File: src/rtl/muldiv_unit.sv
// Iterative radix-2 multiply/divide engine with its own HI/LO result registers.
// MULT/MULTU use shift-add; DIV/DIVU use restoring shift-subtract. Both work on
// operand magnitudes, and the sign is corrected in FIX. Divide-by-zero also
// passes through FIX, without loading hi/lo, so its done pulse comes two edges
// after start.
module muldiv_unit #(
   parameter int WIDTH = 32,
   parameter int CNT_W = $clog2(WIDTH) + 1
) (
   input  logic             clk,
   input  logic             reset,
   input  logic             start,
   input  logic [1:0]       op,
   input  logic [WIDTH-1:0] a,
   input  logic [WIDTH-1:0] b,
   output logic             busy,
   output logic             done,
   output logic             div_zero,
   output logic [WIDTH-1:0] hi,
   output logic [WIDTH-1:0] lo
);

   typedef enum logic [2:0] {IDLE, PREP, CALC, FIX, DONE} state_t;

   state_t               state, state_nxt;
   logic [1:0]           op_r;
   logic [WIDTH-1:0]     a_r;
   logic [WIDTH-1:0]     b_r;    // raw b; after PREP, multiplicand or divisor magnitude
   logic [2*WIDTH-1:0]   acc;    // mult: {partial product, multiplier}; div: low half = quotient
   logic [WIDTH-1:0]     rem;
   logic [CNT_W-1:0]     cnt;
   logic                 neg_q;  // product / quotient must be negated
   logic                 neg_r;  // remainder must be negated

   logic                 is_div, is_signed, zero_div;
   logic [WIDTH-1:0]     abs_a, abs_b;
   logic [WIDTH:0]       add_sum;
   logic [WIDTH:0]       part;   // shifted partial remainder, one bit wider than rem
   logic                 ge;
   logic [WIDTH-1:0]     diff;
   logic [2*WIDTH-1:0]   prod_fix;
   logic [WIDTH-1:0]     quo_fix, rem_fix;

   assign is_div    = op_r[1];
   assign is_signed = ~op_r[0];
   assign zero_div  = is_div && (b_r == '0);
   assign abs_a     = (is_signed && a_r[WIDTH-1]) ? -a_r : a_r;
   assign abs_b     = (is_signed && b_r[WIDTH-1]) ? -b_r : b_r;

   // Shift-add step: add the multiplicand into the upper half when the multiplier LSB is set.
   assign add_sum  = {1'b0, acc[2*WIDTH-1:WIDTH]} + (acc[0] ? {1'b0, b_r} : '0);

   // Restoring step: bring in the next dividend bit and subtract if the divisor fits.
   // When it fits, the true difference is below the divisor, so WIDTH bits hold it.
   assign part     = {rem, acc[WIDTH-1]};
   assign ge       = part >= {1'b0, b_r};
   assign diff     = part[WIDTH-1:0] - b_r;

   assign prod_fix = neg_q ? -acc : acc;
   assign quo_fix  = neg_q ? -acc[WIDTH-1:0] : acc[WIDTH-1:0];
   assign rem_fix  = neg_r ? -rem : rem;

   assign busy     = (state != IDLE);
   assign done     = (state == DONE);

   // State register.
   always_ff @(posedge clk or negedge reset) begin
      if (!reset) state <= IDLE;
      else        state <= state_nxt;
   end

   // Next-state logic.
   always_comb begin
      state_nxt = state;
      case (state)
         IDLE:    if (start) state_nxt = PREP;
         PREP:    state_nxt = zero_div ? FIX : CALC;
         CALC:    if (cnt == CNT_W'(1)) state_nxt = FIX;
         FIX:     state_nxt = DONE;
         DONE:    state_nxt = IDLE;
         default: state_nxt = IDLE;
      endcase
   end

   // Datapath: operand capture, magnitude prep, iteration, sign fix and result load.
   always_ff @(posedge clk or negedge reset) begin
      if (!reset) begin
         op_r     <= '0;
         a_r      <= '0;
         b_r      <= '0;
         acc      <= '0;
         rem      <= '0;
         cnt      <= '0;
         neg_q    <= 1'b0;
         neg_r    <= 1'b0;
         div_zero <= 1'b0;
         hi       <= '0;
         lo       <= '0;
      end else begin
         case (state)
            IDLE: if (start) begin
               op_r     <= op;
               a_r      <= a;
               b_r      <= b;
               div_zero <= 1'b0;
            end
            PREP: begin
               neg_q <= is_signed & (a_r[WIDTH-1] ^ b_r[WIDTH-1]);
               neg_r <= is_signed & a_r[WIDTH-1];
               cnt   <= CNT_W'(WIDTH);
               rem   <= '0;
               if (is_div) begin
                  acc <= {{WIDTH{1'b0}}, abs_a};
                  b_r <= abs_b;
               end else begin
                  acc <= {{WIDTH{1'b0}}, abs_b};
                  b_r <= abs_a;
               end
            end
            CALC: begin
               cnt <= cnt - CNT_W'(1);
               if (is_div) begin
                  rem             <= ge ? diff : part[WIDTH-1:0];
                  acc[WIDTH-1:0]  <= {acc[WIDTH-2:0], ge};
               end else begin
                  acc <= {add_sum, acc[WIDTH-1:1]};
               end
            end
            FIX: begin
               if (zero_div) begin
                  div_zero <= 1'b1;
               end else if (is_div) begin
                  hi <= rem_fix;
                  lo <= quo_fix;
               end else begin
                  hi <= prod_fix[2*WIDTH-1:WIDTH];
                  lo <= prod_fix[WIDTH-1:0];
               end
            end
            default: ;
         endcase
      end
   end

endmodule

File: config.mk
export PLATFORM = sky130hd
export DESIGN_NAME = muldiv_unit
export DESIGN_NICKNAME = d
export VERILOG_FILES = /design/src/rtl/muldiv_unit.sv
export SDC_FILE = /design/constraint.sdc
export NUM_CORES = 1
export LEC_CHECK = 0
export ABC_CLOCK_PERIOD_IN_PS = 3620
export CORE_UTILIZATION = 50
export CTS_CLUSTER_DIAMETER = 30
export DETAILED_ROUTE_END_ITERATION = 6
export GPL_TIMING_DRIVEN = 0
export PLACE_DENSITY = 0.75
export SETUP_SLACK_MARGIN = 0.2
export SLEW_MARGIN = 20
export SYNTH_ARGS = -nofsm -noshare
export SYNTH_HDL_FRONTEND = slang
export SYNTH_SLANG_ARGS = --single-unit
export TNS_END_PERCENT = 50
File: constraint.sdc
create_clock -name clk -period 3.62 [get_ports clk]
set_input_delay 0.724 -clock clk [delete_from_list [all_inputs] [get_ports clk]]
set_output_delay 0.724 -clock clk [all_outputs]
set_load 0.05 [all_outputs]
Word level (Yosys, flattened, before mapping)
Index checks and enable logic that the tools add are counted.

cells by class
  $add $sub $neg = 8
  magnitude comparators = 1
  equality and inequality tests = 10
  muxes and demuxes = 26
  bitwise operators = 5
  reductions and logical operators = 16

operators by type and width
  kind                                                 number
  2-to-1 mux 32 bit                                    14
  negator 32 bit                                       4
  case mux 32 bit (2 select lines)                     2
  case mux 64 bit (2 select lines)                     1
  2-to-1 mux 64 bit                                    1
  negator 64 bit                                       1
  adder 32 x 32 -> 33 bit                              1
  greater-or-equal comparator 33 x 32 -> 1 bit         1
  zero test 32 bit                                     1
  subtractor 32 bit                                    1
  case mux 3 bit (4 select lines)                      1
  case mux 6 bit (2 select lines)                      1
  AND reduction 2 bit                                  6
  inequality test 2 bit, second input constant         5
  equality test 3 x 2 -> 1 bit, second input constant  2
  equality test 6 x 1 -> 1 bit, second input constant  1
  2-to-1 mux 3 bit                                     2
  nonzero test 2 bit                                   3
  subtractor 6 x 1 -> 6 bit, second input constant     1
  equality test 3 x 1 -> 1 bit, second input constant  1
  equality test 3 bit, second input constant           1
  logical AND 1 bit                                    3
  zero test 3 bit                                      1
  2-to-1 mux 1 bit                                     3
  other kinds (6)                                      8

word-level totals
  register bits = 238
  input port bits = 69
  output and inout port bits = 67
  word-level logic and storage cells = 79

Depth between registers and ports, before layout
  word-level depth = 5
  mapped depth = 15
  gate-level depth less buffers = 15

Worst setup path after synthesis
No wires, ideal clock.

  path kind = reg-to-reg
  from = reg b_r[2]
  to = reg rem[27]
  library setup time = 120 ps
  arrival = 2987 ps
  data required time = 3500 ps
  setup slack = 513 ps
  cell stages (with the launch flop) = 14
  buffers on the path = 1
  period minus slack after synthesis = 3107 ps
  path through = dfrtp_1 > clkinv_1 > ha_1 > o21a_1 > o31a_1 > o31a_1 > a211o_1 > o311a_1 > nor2_1 > o31ai_2 > clkbuf_1 > o21ai_0 > a21oi_1 > a31o_2

on the way
  longest elaborated chain between the ends = 4
  elaborated cells on any way between the ends = 5
  those cells by class = add/sub (1); order compare (1); mux (3)

RTL lines
  item                                                                                      RTL line  text
  from (decl)                                                                               28        logic [WIDTH-1:0] b_r;
  from (signal assigned)                                                                    114       b_r <= abs_b;
  from (signal assigned)                                                                    117       b_r <= abs_a;
  subtractor 32 bit / greater-or-equal comparator 33 x 32 -> 1 bit (equally long branches)  57, 56
  2-to-1 mux 32 bit *                                                                       123       rem <= ge ? diff : part[WIDTH-1:0];
  2-to-1 mux 32 bit *                                                                       122       if (is_div) begin
  case mux 32 bit (2 select lines) *                                                        100       case (state)
  to (signal assigned)                                                                      123
  to (decl)                                                                                 30        logic [WIDTH-1:0] rem;

Mark *: on every way between the ends. The rest lies on a longest branch, timed or not. The select of a mux whose other input is x is not followed.
A chain may end at the register's enable or synchronous reset.

Final worst setup path
  from = reg rem[0]
  to = reg rem[31]

on the way
  longest elaborated chain between the ends = 4
  elaborated cells on any way between the ends = 5
  those cells by class = add/sub (1); order compare (1); mux (3)

RTL lines
  item                                                                                      RTL line
  subtractor 32 bit / greater-or-equal comparator 33 x 32 -> 1 bit (equally long branches)  57, 56
  2-to-1 mux 32 bit *                                                                       123
  2-to-1 mux 32 bit *                                                                       122
  case mux 32 bit (2 select lines) *                                                        100

Marks and branches as above.

==> flow_summary.toml <==
[pwr]
power_frac_seq_pct = 20.0
p_leak_nw = 9.45
swShare_pct = 51.0
pwr-share-comb_pct = 61.0
powerDensity_nw_per_um2 = 1200
p_int_mw = 13.0
power_switching_mw = 13.5
p_clk_share_pct = 19.0
ir_drop_v = 0.000624

[worst_setup_path]
worstSetupEndpointType = "flop"
worstPathArrival_ns = 3.81
worstSetupEndpoint = "rem[31]"
crit_slowest_cell = "dfrtp_2"
worst_path_largest_cell_delay_ns = 0.47
cp_top_family = "compound AO/OA/AOI/OAI gates"
reg2reg_from = "rem[0]"
r2r_slack_ns = 0.25
startpoint = "rem[0]"
critPathBufInv = 0
timing.rr.end = "rem[31]"
setup.worst_path.class = "reg -> reg"
cp_num_cells = 11
start_kind = "flop"
cp_cell_sequence = "ha_1, nor2b_1, o31a_1, o31a_1, a211o_1, o311a_4, o21ai_1, a21oi_1, or3_1, a31oi_1, o21ai_0"
critPathMaxFanout = 7
cpMostUsedCell = "o31a_1"
worst-r2r-cell-count = 11
cp.required_ns = 4.07

[clock_network]
path_clk_slew_ns = 0.05
clock-root-buffer = "clkbuf_16"
h-tree-depth = 2
hold_buffers = 0
insertion_delay_ns = 0.60
cts_tree = "done"
clkSinkCount = 238
numCtsBuffers = 55
clk_path_buf_depth = 3

[sta]
finalSetupViolCount = 0
tightestPinTransition_ns = 0.978
min_period_ns = 3.37
finClkSkew_ns = 0.0273
fin_setup_tns_ns = 0
rsz0062_at_grt = "true"
hold_viol = 0
fin_crit_sh_pct = 93.0
slew_violations = 0
clock.fmax_mhz = 297
slew_headroom_pct = 34.8

[routing]
detail-route-antenna-nets = 0
dr.pass1.iters = 6
vias = 18400
drc = 0
routed_via_density = 6.26
wl_per_cell_um = 22.5
first_iter_violations = 1980
wl_um = 66200

[global_routing]
track_usage_pct = 36.5
grt_overflow = 0
grt_max_degree = 95
grt_pass1_wl_um = 100000
antenna_found_initial = 1
grt_pass1_vias = 17300

[synthesis]
synth_cells = 2218
ys_types = 68
yosys.area_share.simple_pct = 19.6
synth.avg_cell_area_sq_um = 7.90
synth_adder_area_share_pct = 5.23
synth_xor_area_share_pct = 9.75
async_flop_share_pct = 100
synth_edf_count = 0
synth_top_family_by_area = "compound AO/OA/AOI/OAI gates"
synth_seq_cells = 238
yosys_warnings = 0
synth_largest_area_cell = "dfrtp_1"
synth-main-ff-cell = "dfrtp_1"
synth-compound-area-share_pct = 23.7
synth_mux_area_share_pct = 3.14
synth_seq_area_share_pct = 34.0
yosysTopAreaCellShare_pct = 34.0
syn_area_sq_um = 17500
synthTopCellsByArea = "dfrtp_1, o21ai_0, nand2_1, xnor2_1, ha_1"
syn_nets = 2359

[placed_design]
dp.cells = 2810
dp_hpwl_um = 49000
port_buffers = 135
gp_congestion = 1.01

[min_path]
hp-class = "in -> async"

[cells_and_area]
final_cell_mix = "nand2_1, o21ai_0, dfrtp_1, nor2_1, a21oi_1"
layout-drive-gt1-share_pct = 10.4
diodes = 0
fin_nets = 2589
final_common_cell = "nand2_1"
area_growth_pct = 26.3
instances_no_fill = 2945

[floorplanning]
num_rows = 68
io-pin-count = 136
die_y_um = 189
die_w_um = 189
start_util_pct = 50.7
die-area_sq_um = 35800
coreArea_sq_um = 34500

[flow_run]
drv_cap = 0

[outcome]
status = "finished, final reports clean"
==> metrics by stage <==
stage	total power [mW]	util (%)	hold slack, ns	cell area (sq um)	worst slack [ns]
after floorplan	15.4	-	0.428	17500	0.513
after global placement	19.8	56.3	0.461	19400	-8.60
after detailed placement	20.1	56.5	0.470	19500	-0.493
after CTS	25.5	62.7	0.151	21700	0.196
after global routing	28.0	64.0	0.179	22100	0.108
final	26.5	64.0	0.117	22100	0.252
==> power by group through the flow <==
stage	Clock, mW	Sequential [mW]	Combinational, mW
floorplan	0	6.02	9.35
global placement	0	5.16	14.6
detailed placement	0	5.22	14.9
CTS	5.04	5.20	15.3
global route	5.18	5.44	17.4
finish	5.03	5.30	16.2
==> state kept, by name (all words and copies together) (netlist names) <==
signal	cells
cnt	6
b_r	32
hi	32
state	3
lo	32
a_r	32
op_r	2
acc	64
neg_r	1
div_zero	1
rem	32
neg_q	1
==> synthesized netlist by cell type, types with 5 or more instances <==
| cell | n |
|---|---|
| nand2_1 | 313 |
| o21ai_0 | 260 |
| dfrtp_1 | 238 |
| nor2_1 | 178 |
| a21oi_1 | 155 |
| clkbuf_1 | 121 |
| xnor2_1 | 112 |
| xor2_1 | 83 |
| nand3_1 | 82 |
| ha_1 | 70 |
| inv_1 | 68 |
| a211oi_1 | 63 |
| mux2i_1 | 55 |
| nor3_1 | 40 |
| o31ai_1 | 39 |
| a21o_1 | 36 |
| a31oi_1 | 25 |
| or3_1 | 23 |
| o211ai_1 | 22 |
| buf_1 | 18 |
| nand2b_1 | 18 |
| and3_1 | 17 |
| nand4_1 | 15 |
| nor4_1 | 14 |
| o21bai_1 | 13 |
| o41ai_1 | 13 |
| or2_2 | 12 |
| nor2b_1 | 11 |
| or4_1 | 11 |
| a22oi_1 | 7 |
| and2_1 | 7 |
| o21a_1 | 7 |
| o31a_1 | 5 |
==> metal layers <==
layer / wire length, um / part of all wire (%) / global-route usage (%) / up-vias
met1: 27700 / 42 / 50.2 / 8873
met4: 3270 / 4.9 / 15.4 / 0
met2: 28500 / 43 / 55.8 / 1040
met5: 0 / 0 / 0 / -
li1: - / - / - / 8345
met3: 6720 / 10 / 7.62 / 191
==> how the worst min path moves through the flow <==
stage                    to  slack [ns]  cells past startpoint
finish              acc[52]        0.12                      1
global route        acc[52]        0.18                      1
CTS                 acc[52]        0.15                      1
detailed placement   cnt[5]        0.47                      1
global placement      hi[9]        0.46                      2
floorplan            a_r[0]        0.43                      0
==> worst reg2reg max path, delay by kind of cell, from the launching register on <==
kind,cells,cell delay (ns)
AO/OA/AOI/OAI,8,1.97
adder cells (fa/ha/maj),1,0.33
flip-flops,1,0.47
AND/OR/NAND/NOR,2,0.47
==> repair_timing <==
item                                    CTS  global route
endpoints found under the setup margin  109           107
buffers inserted                         11            24
cloned                                    0             1
pin swaps                                10            19
gates resized for setup                  59            90
==> logic make-up after synthesis <==
kind of cell | Yosys count
buffers and inverters | 213
AND/OR/NAND/NOR | 760
XOR/XNOR | 195
flip-flops | 238
AO/OA/AOI/OAI | 685
multiplexers | 55
adder cells (fa/ha/maj) | 72
==> area by class of cell <==
class,count,area (sq um)
clock inverter,28,375
tap,455,569
fill,3028,12400
buffer,142,606
timing repair inverter,1,5.00
timing repair buffer,172,1670
clock buffer,71,1510
inverter,71,287
multi-input combinational,1767,11100
sequential,238,5970
Power figures use the tool's default switching activity.
